File: src/rtl/pipeline_hazard_ctrl.sv
// Stall/flush sequencer for the five-stage pipeline: load-use stalls, taken-branch
// squash, data-memory freeze, plus saturating stall/flush performance counters.
module pipeline_hazard_ctrl #(
  parameter int unsigned REG_W = 6,
  parameter int unsigned CNT_W = 16
) (
  input  logic             clk,
  input  logic             rst_n,
  input  logic [REG_W-1:0] id_rs,
  input  logic [REG_W-1:0] id_rt,
  input  logic             id_use_rs,
  input  logic             id_use_rt,
  input  logic             ex_memrd,
  input  logic             ex_regwrt,
  input  logic [REG_W-1:0] ex_rd,
  input  logic             br_taken,
  input  logic             mem_busy,
  output logic             pc_en,
  output logic             ifid_en,
  output logic             idex_en,
  output logic             exmem_en,
  output logic             ifid_flush,
  output logic             idex_bubble,
  output logic             exmem_bubble,
  output logic [1:0]       state,
  output logic [CNT_W-1:0] stall_cnt,
  output logic [CNT_W-1:0] flush_cnt
);

  typedef enum logic [1:0] {
    RUN     = 2'b00,
    LDSTALL = 2'b01,
    SQUASH  = 2'b10,
    MEMWAIT = 2'b11
  } state_t;

  state_t state_q, state_d;
  logic   lu;
  logic   br_accept;

  // Register 0 is hardwired, so a load targeting it never creates a hazard.
  assign lu = ex_memrd && ex_regwrt && (ex_rd != '0) &&
              ((id_use_rs && (id_rs == ex_rd)) || (id_use_rt && (id_rt == ex_rd)));

  always_ff @(posedge clk or negedge rst_n) begin
    if (!rst_n) state_q <= RUN;
    else        state_q <= state_d;
  end

  always_comb begin
    state_d      = RUN;
    pc_en        = 1'b1;
    ifid_en      = 1'b1;
    idex_en      = 1'b1;
    exmem_en     = 1'b1;
    ifid_flush   = 1'b0;
    idex_bubble  = 1'b0;
    exmem_bubble = 1'b0;
    br_accept    = 1'b0;
    case (state_q)
      RUN, LDSTALL: begin
        if (mem_busy) begin
          pc_en    = 1'b0;
          ifid_en  = 1'b0;
          idex_en  = 1'b0;
          exmem_en = 1'b0;
          state_d  = MEMWAIT;
        end else if (br_taken) begin
          ifid_flush   = 1'b1;
          idex_bubble  = 1'b1;
          exmem_bubble = 1'b1;
          br_accept    = 1'b1;
          state_d      = SQUASH;
        end else if (lu && (state_q == RUN)) begin
          pc_en       = 1'b0;
          ifid_en     = 1'b0;
          idex_bubble = 1'b1;
          state_d     = LDSTALL;
        end
      end
      SQUASH, MEMWAIT: begin
        // ID holds a NOP / buffers are frozen: only the memory freeze matters here.
        if (mem_busy) begin
          pc_en    = 1'b0;
          ifid_en  = 1'b0;
          idex_en  = 1'b0;
          exmem_en = 1'b0;
          state_d  = MEMWAIT;
        end
      end
      default: state_d = RUN;
    endcase
    // Reset forces every buffer to hold a bubble regardless of state.
    if (!rst_n) begin
      pc_en        = 1'b0;
      ifid_en      = 1'b0;
      idex_en      = 1'b0;
      exmem_en     = 1'b0;
      ifid_flush   = 1'b1;
      idex_bubble  = 1'b1;
      exmem_bubble = 1'b1;
      br_accept    = 1'b0;
    end
  end

  assign state = 2'(state_q);

  // Saturating performance counters.
  always_ff @(posedge clk or negedge rst_n) begin
    if (!rst_n) begin
      stall_cnt <= '0;
      flush_cnt <= '0;
    end else begin
      if (!pc_en && (stall_cnt != {CNT_W{1'b1}})) stall_cnt <= stall_cnt + CNT_W'(1);
      if (br_accept && (flush_cnt != {CNT_W{1'b1}})) flush_cnt <= flush_cnt + CNT_W'(1);
    end
  end

endmodule

File: config.mk
export PLATFORM = sky130hd
export DESIGN_NAME = pipeline_hazard_ctrl
export DESIGN_NICKNAME = d
export VERILOG_FILES = /design/src/rtl/pipeline_hazard_ctrl.sv
export SDC_FILE = /design/constraint.sdc
export NUM_CORES = 1
export LEC_CHECK = 0
export BUFFER_PORTS_ARGS = -buffer_cell sky130_fd_sc_hd__clkbuf_2
export CAP_MARGIN = 20
export CORE_UTILIZATION = 45
export DETAILED_ROUTE_END_ITERATION = 8
export PLACE_DENSITY = 0.79
export SLEW_MARGIN = 20
export SYNTH_ARGS = -nofsm -noshare
export SYNTH_HDL_FRONTEND = slang
export SYNTH_SLANG_ARGS = --single-unit
File: constraint.sdc
create_clock -name clk -period 5.6 [get_ports clk]
set_input_delay 1.12 -clock clk [delete_from_list [all_inputs] [get_ports clk]]
set_output_delay 1.12 -clock clk [all_outputs]
set_load 0.05 [all_outputs]
[Yosys cells after proc, flatten, opt, wreduce, memory -nomap -nowiden]
Index checks and enable logic that the tools add are counted.
Word-level totals
  flip-flop bits (word level): 34
  bits of input ports: 26
  output and inout bits: 41
  logic and storage cells: 50
Cells by class
  $add $sub $neg: 2
  eq/ne operators: 7
  mux-type cells: 23
  reduce and logical (&&, ||, !) cells: 15
Operators with widths (count)
  16-bit by 1-bit adder with 16-bit output (second input constant): 2
  16-bit inequality test (second input constant): 2
  1-bit 2-to-1 mux: 18
  6-bit == test: 2
  1-bit logical AND: 8
  2-bit 2-to-1 mux: 3
  6-bit nonzero test: 1
  2-bit == test (second input constant): 2
  2-bit case mux with 2 select lines: 1
  2-bit OR reduction: 2
  4-bit OR reduction: 1
  2-bit by 1-bit == test with 1-bit output (second input constant): 1
  2-bit logical NOT: 1
  1-bit case mux with 2 select lines: 1
  1-bit logical NOT: 1
  1-bit logical OR: 1

[Logic depth before layout (Yosys ltp)]
Gate-level depths: netlist of the first run.
  word-level depth: 12
  gate-level depth with buffers: 7
  mapped depth without buffers: 6

[Worst setup path before layout of the first run]
OpenSTA, ideal clock, no wires.
  path kind: in2out
  from: input br_taken
  to: output idex_bubble
  arrival time: 2.947 ns
  required time: 4.480 ns
  setup slack: 1.533 ns
  cell stages on the path: 3
  buffers on the path: 0
  cells stage by stage: nand2b_1 > o21ai_0 > o21bai_1
Between the ends
  longest elaborated chain between the ends: 4
Ends and longest elaborated chain
  start: declaration: line 16  | input logic br_taken,
  1-bit 2-to-1 mux: line 68  | end else if (br_taken) begin
  1-bit 2-to-1 mux: line 62  | if (mem_busy) begin
  1-bit 2-to-1 mux: line 60  | case (state_q)
  1-bit 2-to-1 mux: line 94  | if (!rst_n) begin
  end: declaration: line 23  | output logic idex_bubble,
No other way between the ends.

[Worst setup path after layout of the first run]
  from: input ex_rd[2]
  to: output pc_en
Between the ends
  longest elaborated chain between the ends: 10
  elaborated cells between the ends (all ways): 14
  those cells by class: eq/ne: 2; mux: 5; reduce/logical: 7
Ends and longest elaborated chain
  start: declaration: line 15  | input logic [REG_W-1:0] ex_rd,
  6-bit == test: line 43  | ((id_use_rs && (id_rs == ex_rd)) || (id_use_rt && (id_rt == ex_rd)));
  1-bit logical AND: line 43
  1-bit logical OR: line 43
  1-bit logical AND *: line 42  | assign lu = ex_memrd && ex_regwrt && (ex_rd != '0) &&
  1-bit logical AND *: line 74  | end else if (lu && (state_q == RUN)) begin
  1-bit 2-to-1 mux *: line 74
  1-bit 2-to-1 mux *: line 68
  1-bit 2-to-1 mux *: line 62
  1-bit case mux with 2 select lines *: line 60
  1-bit 2-to-1 mux *: line 94
  end: declaration: line 18  | output logic pc_en,
Every way passes the cells marked *; elsewhere a longest branch is shown, timed or not.

==> impl_metrics.tcl, run 1 <==
set metrics [dict create \
    die_height_um 66.7 \
    remaining_overflow_grt 0 \
    die_area_um2 4450 \
    synthesis.area_um2 1880 \
    worst_slew_margin_rel 0.490 \
    leakage_uw 0.00110 \
    synth_ff_type "dfrtp_1" \
    largest_net_degree_at_the_start_of_global_routing 37 \
    setup_viol 0 \
    clock_latency_ns 0.28 \
    fin_crit_ns 4.08 \
    grt_use_total 0.190 \
    via_per_inst 5.18 \
    min-delay-path-class "reg2reg" \
    postSynthRegisterBits 34 \
    pin_count 67 \
    cap_viol_max_count 0 \
    detailed_place_hpwl_um 2790 \
    timing.setup.tns_ns 0 \
    start_kind "input pin" \
    dpl_worst_slack_ns 1.51 \
    htree_num_levels 2 \
    mean_instance_size_in_the_synthesized_netlist_um2 11.1 \
    critical_path_slowest_stage_cell "a31oi_4" \
    vias 1492 \
    power_density_nw_per_um2 471 \
    worst-setup-path-type "in2out" \
    detail_route.drc_violations 0 \
    postRouteAntennaNets 0 \
    clk_root_buffer_cell "clkbuf_8" \
    cts_hold_buffers 0 \
    synth-edff-count 0 \
    hold_viol 0 \
    synth.top_cells.by_area "dfrtp_1, xnor2_1, xor2_1" \
    layout_commonest_cell "clkbuf_2" \
    numCtsBuffers 5 \
    start_util 0.471 \
    most_used_cells_in_the_layout_excluding_fill_and_tap_cells "clkbuf_2, dfrtp_1, xnor2_1, xor2_1, nand2_1" \
    antennaDiodeCount 0 \
    crit_top_cell "clkbuf_2" \
    first_global_vias 1433 \
    detail_route.wirelength_um 3770 \
    chipWidth_um 66.7 \
    synth-async-reset-ratio 1.00 \
    slew_violations 0 \
    worst_setup_path_end_kind "output pin" \
    synth_top_area_cell "dfrtp_1" \
    clock-skew-final_ns 0.00247 \
    vdd_drop_max_v 0.000253 \
    drt-wirelength-per-cell_um 13.1 \
    synth.yosys.warnings 0 \
    crit_required_ns 4.48 \
    layout_setup_ws_ns 1.52 \
    fin_nets 266 \
    finalWeightedCongestion 0.742 \
    flow.area_growth_from_synthesis_pct 24.8 \
    layout_worst_path_cycle_share 0.729 \
    postCtsResizedCells 0 \
    numPlacedInstances 281 \
    synth.top_cell.area_share 0.452 \
    crit_path_cell_trace "clkbuf_2 > or4_1 > nor3_2 > nor4_2 > a31oi_4 > clkbuf_2" \
    synth.yosys.seq_area_share 0.452 \
    final_area_um2 2350 \
    cts_tree "yes" \
    critPathMaxFanout 17 \
    finalNonFillerCells 288 \
    floorplan.core_area_um2 4000 \
    rrSetupSlack_ns 3.30 \
    postSynthNetCount 198 \
    critical_path.max_stage_delay_ns 0.56 \
    detailed_routing_iterations_pass_1 4 \
    synth.distinct_cells 35 \
    tightestPinTransition_ns 0.762 \
    buffer_ports.inserted 66 \
    post_syn_instances 170 \
    critical_path_buf_inv_count 2 \
    outcome "finished clean" \
    cts_setup_buffers 0 \
    number_of_antenna_violations_at_the_first_check_in_global_routing 0 \
    dpl-instance-area_um2 2240 \
    unrepaired_setup_endpoints_after_global_routing "false" \
    drt_iter0_drc 53 \
    max-clock-path-buffers 2 \
    design_power_total_uw 1110 \
    drive_above_1_share 0.387 \
    arrival_ns 2.96 \
    cts.sink_count 34 \
    fmaxAchievable_ghz 0.245 \
    grt_first_pass_wirelength_um 6260 \
    placementRows 23 \
    crit_family "simple AND/OR/NAND/NOR gates" \
    clk_transition_reported_paths_ns 0.07 \
]
==> path summary, 6_finish.rpt <==
check / cells past startpoint / startpoint / endpoint
min in group asynchronous: 2 / rst_n / stall_cnt[10]$_DFFE_PN0P_
max reg2reg: 6 / stall_cnt[6]$_DFFE_PN0P_ / stall_cnt[1]$_DFFE_PN0P_
min: 1 / flush_cnt[10]$_DFFE_PN0P_ / flush_cnt[10]$_DFFE_PN0P_
min reg2reg: 1 / flush_cnt[10]$_DFFE_PN0P_ / flush_cnt[10]$_DFFE_PN0P_
max: 6 / ex_rd[2] / pc_en
max in group asynchronous: 2 / rst_n / flush_cnt[11]$_DFFE_PN0P_
==> cell usage after synthesis (2+ instances only) <==
| cell | n |
|---|---|
| and2_1 | 2 |
| and3_1 | 4 |
| and4_1 | 5 |
| buf_4 | 4 |
| dfrtp_1 | 34 |
| ha_1 | 2 |
| inv_1 | 5 |
| nand2_1 | 15 |
| nand2b_1 | 3 |
| nand3_1 | 9 |
| nand4_1 | 7 |
| nor2_1 | 5 |
| nor3_2 | 7 |
| nor4_1 | 3 |
| nor4_2 | 2 |
| nor4b_1 | 2 |
| o21bai_1 | 2 |
| or4_1 | 2 |
| xnor2_1 | 24 |
| xor2_1 | 18 |
==> flip-flops by register name (all words and copies together), names as in the netlist <==
signal / flops
state: 2
stall_cnt: 16
flush_cnt: 16
==> per-stage QoR <==
stage           util  hold slack [ns]
6_report       0.587            0.491
4_1_cts        0.587            0.491
3_3_place_gp   0.559            0.475
3_5_place_dp   0.559            0.482
5_1_grt        0.587            0.515
2_1_floorplan      -            0.789
==> cells by family (layout without fill, tap and decap cells) <==
group                      after synthesis  count (layout)  share of synthesized area
buffers and inverters                   11              79                     0.0346
AOI/OAI and AO/OA                        6               6                     0.0319
adders and majority gates                2               2                     0.0133
xor gates and xnor gates                42              42                      0.195
and+or+nand+nor                         73              73                      0.259
muxes                                    2               2                     0.0140
DFF                                     34              34                      0.452
==> layout make-up <==
class                   count  area, µm²
clock buffers               6       82.6
clock inverters             1       30.0
fillers                   349       1650
inverters                   5       18.8
multi-input cells         125        967
flip-flops and latches     34        851
well taps                  50       62.6
repair buffers             67        338
==> layer usage <==
metal,track usage,up-vias,part of all wire
met2,0.321,45,0.50
met1,0.218,717,0.44
met4,0.0824,0,0.012
met5,0,-,0
li1,-,724,-
met3,0.0634,6,0.050
==> where the power goes <==
group / leakage, µW / total, µW / switching (µW) / internal (µW)
clock: 0.0000573 / 229 / 87.1 / 142
combinational: 0.000637 / 487 / 357 / 130
sequential: 0.000410 / 391 / 79.1 / 311
Power figures use the tool's default switching activity.
==> run 2: changes to the inputs <==
--- a/config.mk
+++ b/config.mk
@@ -5,11 +5,12 @@
 export SDC_FILE = /design/constraint.sdc
 export NUM_CORES = 1
 export LEC_CHECK = 0
+export ABC_AREA = 1
 export BUFFER_PORTS_ARGS = -buffer_cell sky130_fd_sc_hd__clkbuf_2
 export CAP_MARGIN = 20
 export CORE_UTILIZATION = 45
 export DETAILED_ROUTE_END_ITERATION = 8
-export PLACE_DENSITY = 0.79
+export PLACE_DENSITY = 0.8
 export SLEW_MARGIN = 20
 export SYNTH_ARGS = -nofsm -noshare
 export SYNTH_HDL_FRONTEND = slang
==> constraint.sdc (replaced) <==
create_clock -name clk -period 3.5 [get_ports clk]
set_input_delay 0.7 -clock clk [delete_from_list [all_inputs] [get_ports clk]]
set_output_delay 0.7 -clock clk [all_outputs]
set_load 0.05 [all_outputs]
==> run 2 against run 1 <==
Against the previous run: combinational power rose by 6.4%; clock skew rose by 0.0011 ns; critical path depth rose by 7; clock power rose by 22%; setup slack got worse by 0.63 ns; area after synthesis rose by 23%; sequential share of layout area fell by 5.3 points; sequential power rose by 38%; routed wire length rose by 36%; synthesized cell count rose by 94%; utilization fell by 2.0 points; clock-buffer cell count did not move; critical path type unchanged; largest cell class unchanged.
==> impl_metrics.tcl, run 2 <==
set metrics [dict create \
    floorplan.core_area_um2 4850 \
    tightestPinTransition_ns 0.434 \
    via_per_inst 4.90 \
    detail_route.wirelength_um 5130 \
    placementRows 25 \
    dpl_worst_slack_ns 0.900 \
    clock-skew-final_ns 0.00361 \
    flow.area_growth_from_synthesis_pct 18.8 \
    synth-async-reset-ratio 1.00 \
    clock_latency_ns 0.28 \
    timing.setup.tns_ns 0 \
    synth.top_cells.by_area "dfrtp_1, nand2_1, nand3_1" \
    worst_setup_path_end_kind "output pin" \
    synth-edff-count 0 \
    fin_nets 423 \
    fin_crit_ns 2.61 \
    die_height_um 73.7 \
    critPathMaxFanout 19 \
    synth_ff_type "dfrtp_1" \
    fmaxAchievable_ghz 0.382 \
    drt_iter0_drc 115 \
    numCtsBuffers 5 \
    cap_viol_max_count 0 \
    post_syn_instances 329 \
    htree_num_levels 2 \
    power_density_nw_per_um2 487 \
    start_kind "input pin" \
    chipWidth_um 73.7 \
    fill_cells 458 \
    synth.top_cell.area_share 0.368 \
    cts_hold_buffers 0 \
    postSynthNetCount 357 \
    synthesis.area_um2 2310 \
    vdd_drop_max_v 0.000553 \
    most_used_cells_in_the_layout_excluding_fill_and_tap_cells "nand2_1, clkbuf_2, inv_1, dfrtp_1, nand3_1" \
    antennaDiodeCount 0 \
    drive_above_1_share 0.234 \
    synth.distinct_cells 29 \
    unrepaired_setup_endpoints_after_global_routing "false" \
    clk_root_buffer_cell "clkbuf_8" \
    leakage_uw 0.00151 \
    worst-setup-path-type "in2out" \
    mean_instance_size_in_the_synthesized_netlist_um2 7.04 \
    layout_commonest_cell "nand2_1" \
    finalWeightedCongestion 0.927 \
    largest_net_degree_at_the_start_of_global_routing 36 \
    grt_use_total 0.208 \
    synth_top_area_cell "dfrtp_1" \
    detailed_routing_iterations_pass_1 4 \
    worst_slew_margin_rel 0.711 \
    drt-wirelength-per-cell_um 11.1 \
    grt_first_pass_wirelength_um 8690 \
    slew_violations 0 \
    postRouteAntennaNets 0 \
    postSynthRegisterBits 34 \
    post_synth_most_frequent_cells "nand2_1, inv_1, dfrtp_1" \
    cts_setup_buffers 0 \
    pin_count 67 \
    postCtsResizedCells 0 \
    crit_required_ns 2.80 \
    vias 2261 \
    cts_tree "yes" \
    synth.yosys.warnings 0 \
    first_global_vias 2064 \
    min-delay-path-class "in2async" \
    die_area_um2 5430 \
    clk_transition_reported_paths_ns 0.06 \
    cts.sink_count 34 \
    layout_setup_ws_ns 0.885 \
    outcome "finished clean" \
    setup_viol 0 \
    hold_viol 0 \
    detail_route.drc_violations 0 \
    start_util 0.477 \
    arrival_ns 1.91 \
    number_of_antenna_violations_at_the_first_check_in_global_routing 0 \
    detailed_place_hpwl_um 3990 \
    remaining_overflow_grt 0 \
    max-clock-path-buffers 2 \
    synth.yosys.seq_area_share 0.368 \
    synth_most_common_cell "nand2_1" \
    layout_worst_path_cycle_share 0.747 \
    buffer_ports.inserted 66 \
]
run 2: worst paths after layout:
check / endpoint / startpoint / cells after the start / slack (ns)
min in group clk: flush_cnt[15]$_DFFE_PN0P_ / flush_cnt[15]$_DFFE_PN0P_ / 2 / 0.52
max reg2reg: flush_cnt[3]$_DFFE_PN0P_ / flush_cnt[0]$_DFFE_PN0P_ / 8 / 1.53
max: ifid_en / ex_rd[3] / 13 / 0.89
min: flush_cnt[11]$_DFFE_PN0P_ / rst_n / 2 / 0.46
min reg2reg: flush_cnt[15]$_DFFE_PN0P_ / flush_cnt[15]$_DFFE_PN0P_ / 2 / 0.52
max in group asynchronous: state[1]$_DFF_PN0_ / rst_n / 2 / 2.73
run 2: logic make-up (layout without fill, tap and decap cells):
family	count (synthesis)	count (layout)	share of synthesized area
xor+xnor	25	25	0.0946
flops	34	34	0.368
compound gates	13	13	0.0341
fa+ha+maj	2	2	0.0108
buf+inv	53	118	0.103
simple gates	202	202	0.390
run 2: layout make-up:
class                   count  area (µm²)  share of cell area
clock buffers               6        82.6              0.0300
inverters                  45         169              0.0614
multi-input cells         242        1230               0.446
flip-flops and latches     34         851               0.309
well taps                  67        83.8              0.0305
repair buffers             67         338               0.123
run 2: critical path, cell delays in order:
cell,delay (ns)
clkbuf_2,0.10
inv_1,0.06
nand2_1,0.06
nand2_1,0.05
inv_1,0.05
nand2_1,0.05
nor2_1,0.09
nand2_1,0.07
nand2_2,0.07
nand3_2,0.09
nand2_4,0.20
inv_1,0.08
clkbuf_2,0.24
run 2: power breakdown:
part	total, µW	switching, µW	internal (µW)
Clock	280	129	151
Combinational	518	384	135
Sequential	541	88.5	452
Total	1340	601	738
run 2: metrics by stage:
stage | std cells | hold slack (ns) | cell area [µm²] | total power (µW) | util
5_1_grt | 461 | 0.499 | 2750 | 1420 | 0.567
3_5_place_dp | 455 | 0.499 | 2670 | 1070 | 0.550
6_report | 461 | 0.463 | 2750 | 1340 | 0.567
3_3_place_gp | 455 | 0.492 | 2670 | 1050 | 0.550
2_1_floorplan | 329 | 0.404 | 2310 | 929 | -
4_1_cts | 461 | 0.472 | 2750 | 1350 | 0.567
run 2: metal layers:
metal  vias to the layer above  wire, µm  global-route usage  part of all wire
met3                         9       240              0.0535             0.047
met2                        64      2530               0.370              0.49
met5                         -         0                   0                 0
met1                      1038      2290               0.247              0.45
met4                         0        64              0.0577             0.012
li1                       1150         -                   -                 -
==> run 3: changes to the inputs <==
--- a/config.mk
+++ b/config.mk
@@ -5,12 +5,12 @@
 export SDC_FILE = /design/constraint.sdc
 export NUM_CORES = 1
 export LEC_CHECK = 0
-export ABC_AREA = 1
+export ABC_AREA = 0
 export BUFFER_PORTS_ARGS = -buffer_cell sky130_fd_sc_hd__clkbuf_2
 export CAP_MARGIN = 20
 export CORE_UTILIZATION = 45
 export DETAILED_ROUTE_END_ITERATION = 8
-export PLACE_DENSITY = 0.8
+export PLACE_DENSITY = 0.82
 export SLEW_MARGIN = 20
 export SYNTH_ARGS = -nofsm -noshare
 export SYNTH_HDL_FRONTEND = slang
==> constraint.sdc (replaced) <==
create_clock -name clk -period 2.2 [get_ports clk]
set_input_delay 0.44 -clock clk [delete_from_list [all_inputs] [get_ports clk]]
set_output_delay 0.44 -clock clk [all_outputs]
set_load 0.05 [all_outputs]
==> run 3 against run 2 <==
Against the previous run: global-route usage down 1.4 points; utilization up 4.9 points; register-to-register slack worse by 1.3 ns; hold slack worse by 0.21 ns; total power up 110%; routed wire length down 24%; first-iteration DRC count down 17%; sequential power up 84%; final area down 10%; clock skew about the same.
==> impl_metrics.tcl, run 3 (synthesis gave the netlist of run 1 again) <==
set metrics [dict create \
    outcome "finished clean" \
    cts_tree "yes" \
    remaining_overflow_grt 0 \
    dpl-instance-area_um2 2350 \
    htree_num_levels 2 \
    crit_family "simple AND/OR/NAND/NOR gates" \
    number_of_antenna_violations_at_the_first_check_in_global_routing 0 \
    most_used_cells_in_the_layout_excluding_fill_and_tap_cells "clkbuf_2, dfrtp_1, xnor2_1, xor2_1, nand2_1" \
    cts_hold_buffers 0 \
    power_density_nw_per_um2 1110 \
    layout_setup_ws_ns 0.0576 \
    finalWeightedCongestion 0.786 \
    postRouteAntennaNets 0 \
    placementRows 23 \
    timing.setup.tns_ns 0 \
    layout_worst_path_cycle_share 0.974 \
    vias 1525 \
    die_area_um2 4450 \
    die_height_um 66.7 \
    critical_path_slowest_stage_cell "or4_4" \
    clock-skew-final_ns 0.00351 \
    drt-wirelength-per-cell_um 13.0 \
    vdd_drop_max_v 0.000961 \
    final_area_um2 2460 \
    numCtsBuffers 5 \
    clk_transition_reported_paths_ns 0.07 \
    worst_slew_margin_rel 0.712 \
    worst_setup_path_end_kind "output pin" \
    critical_path.max_stage_delay_ns 0.51 \
    detail_route.drc_violations 0 \
    cts_setup_buffers 0 \
    timing.rr.start "flush_cnt[2]$_DFFE_PN0P_" \
    grt_first_pass_wirelength_um 6490 \
    postCtsResizedCells 3 \
    hold_viol 0 \
    via_per_inst 5.07 \
    unrepaired_setup_endpoints_after_global_routing "false" \
    floorplan.core_area_um2 4000 \
    cap_viol_max_count 0 \
    setup_viol 0 \
    critPathMaxFanout 4 \
    antennaDiodeCount 0 \
    fin_crit_ns 2.14 \
    buffer_ports.inserted 66 \
    dpl_worst_slack_ns -0.0823 \
    first_global_vias 1531 \
    max-clock-path-buffers 2 \
    clk_root_buffer_cell "clkbuf_8" \
    min-delay-path-class "in2async" \
    largest_net_degree_at_the_start_of_global_routing 35 \
    detailed_routing_iterations_pass_1 3 \
    critical_path_buf_inv_count 2 \
    slew_violations 0 \
    layout_commonest_cell "clkbuf_2" \
    chipWidth_um 66.7 \
    tightestPinTransition_ns 0.432 \
    clock_latency_ns 0.28 \
    crit_path_cell_trace "clkbuf_2 > or4_4 > nor3_2 > nor4_2 > a31oi_4 > buf_6" \
    grt_use_total 0.194 \
    rrSetupSlack_ns 0.26 \
    design_power_total_uw 2750 \
    crit_required_ns 1.76 \
    cts.sink_count 34 \
    pin_count 67 \
    leakage_uw 0.00117 \
    drive_above_1_share 0.434 \
    detail_route.wirelength_um 3910 \
    crit_start "ex_rd[3]" \
    worst-setup-path-type "in2out" \
    arrival_ns 1.70 \
    detailed_place_hpwl_um 3000 \
    fin_nets 278 \
    start_kind "input pin" \
    drt_iter0_drc 96 \
    fmaxAchievable_ghz 0.467 \
    flow.area_growth_from_synthesis_pct 30.9 \
    start_util 0.471 \
]
-- run 3: cell count changes in the layout (fill, tap and decap cells not counted), sizes merged, moves of 14 or more --
cell | before | now
buf | 1 | 15
xnor2 | 8 | 24
nor2 | 29 | 6
nand3 | 35 | 10
nand2 | 122 | 15
inv | 44 | 5
-- run 3: final timing paths --
check / to / cells after the start
worst max-delay path: ifid_en / 6
worst min-delay path: stall_cnt[5]$_DFFE_PN0P_ / 2
worst max register to register: flush_cnt[9]$_DFFE_PN0P_ / 6
worst min register to register: stall_cnt[8]$_DFFE_PN0P_ / 1
max in group asynchronous: stall_cnt[6]$_DFFE_PN0P_ / 2
min in group clk: state[0]$_DFF_PN0_ / 2
-- run 3: where the power goes --
group          internal (µW)  leakage [µW]  total [µW]  switching, µW
registers                795      0.000410         993            199
clock network            252     0.0000482         472            219
logic                    361      0.000709        1280            922
-- run 3: metrics by stage --
stage          utilization  hold WS, ns  instances
4_1_cts              0.612        0.270        301
6_report             0.616        0.251        301
5_1_grt              0.616        0.302        301
2_1_floorplan            -        0.144        170
3_3_place_gp         0.587        0.470        293
3_5_place_dp         0.587        0.475        293
-- run 3: final cells by class --
type	count	area [µm²]
Clock inverter	1	5.00
Sequential cell	34	852
Tap cell	50	62.6
Fill cell	347	1540
Multi-Input combinational cell	125	985
Timing Repair Buffer	79	455
Inverter	5	18.8
Clock buffer	7	86.3
-- run 3: per-layer routing --
layer  vias to the layer above  global-route usage  share of wire
met5                         -                   0              0
li1                        744                   -              -
met4                         0              0.0718          0.013
met2                        39               0.338           0.53
met1                       734               0.224           0.42
met3                         8              0.0548          0.036
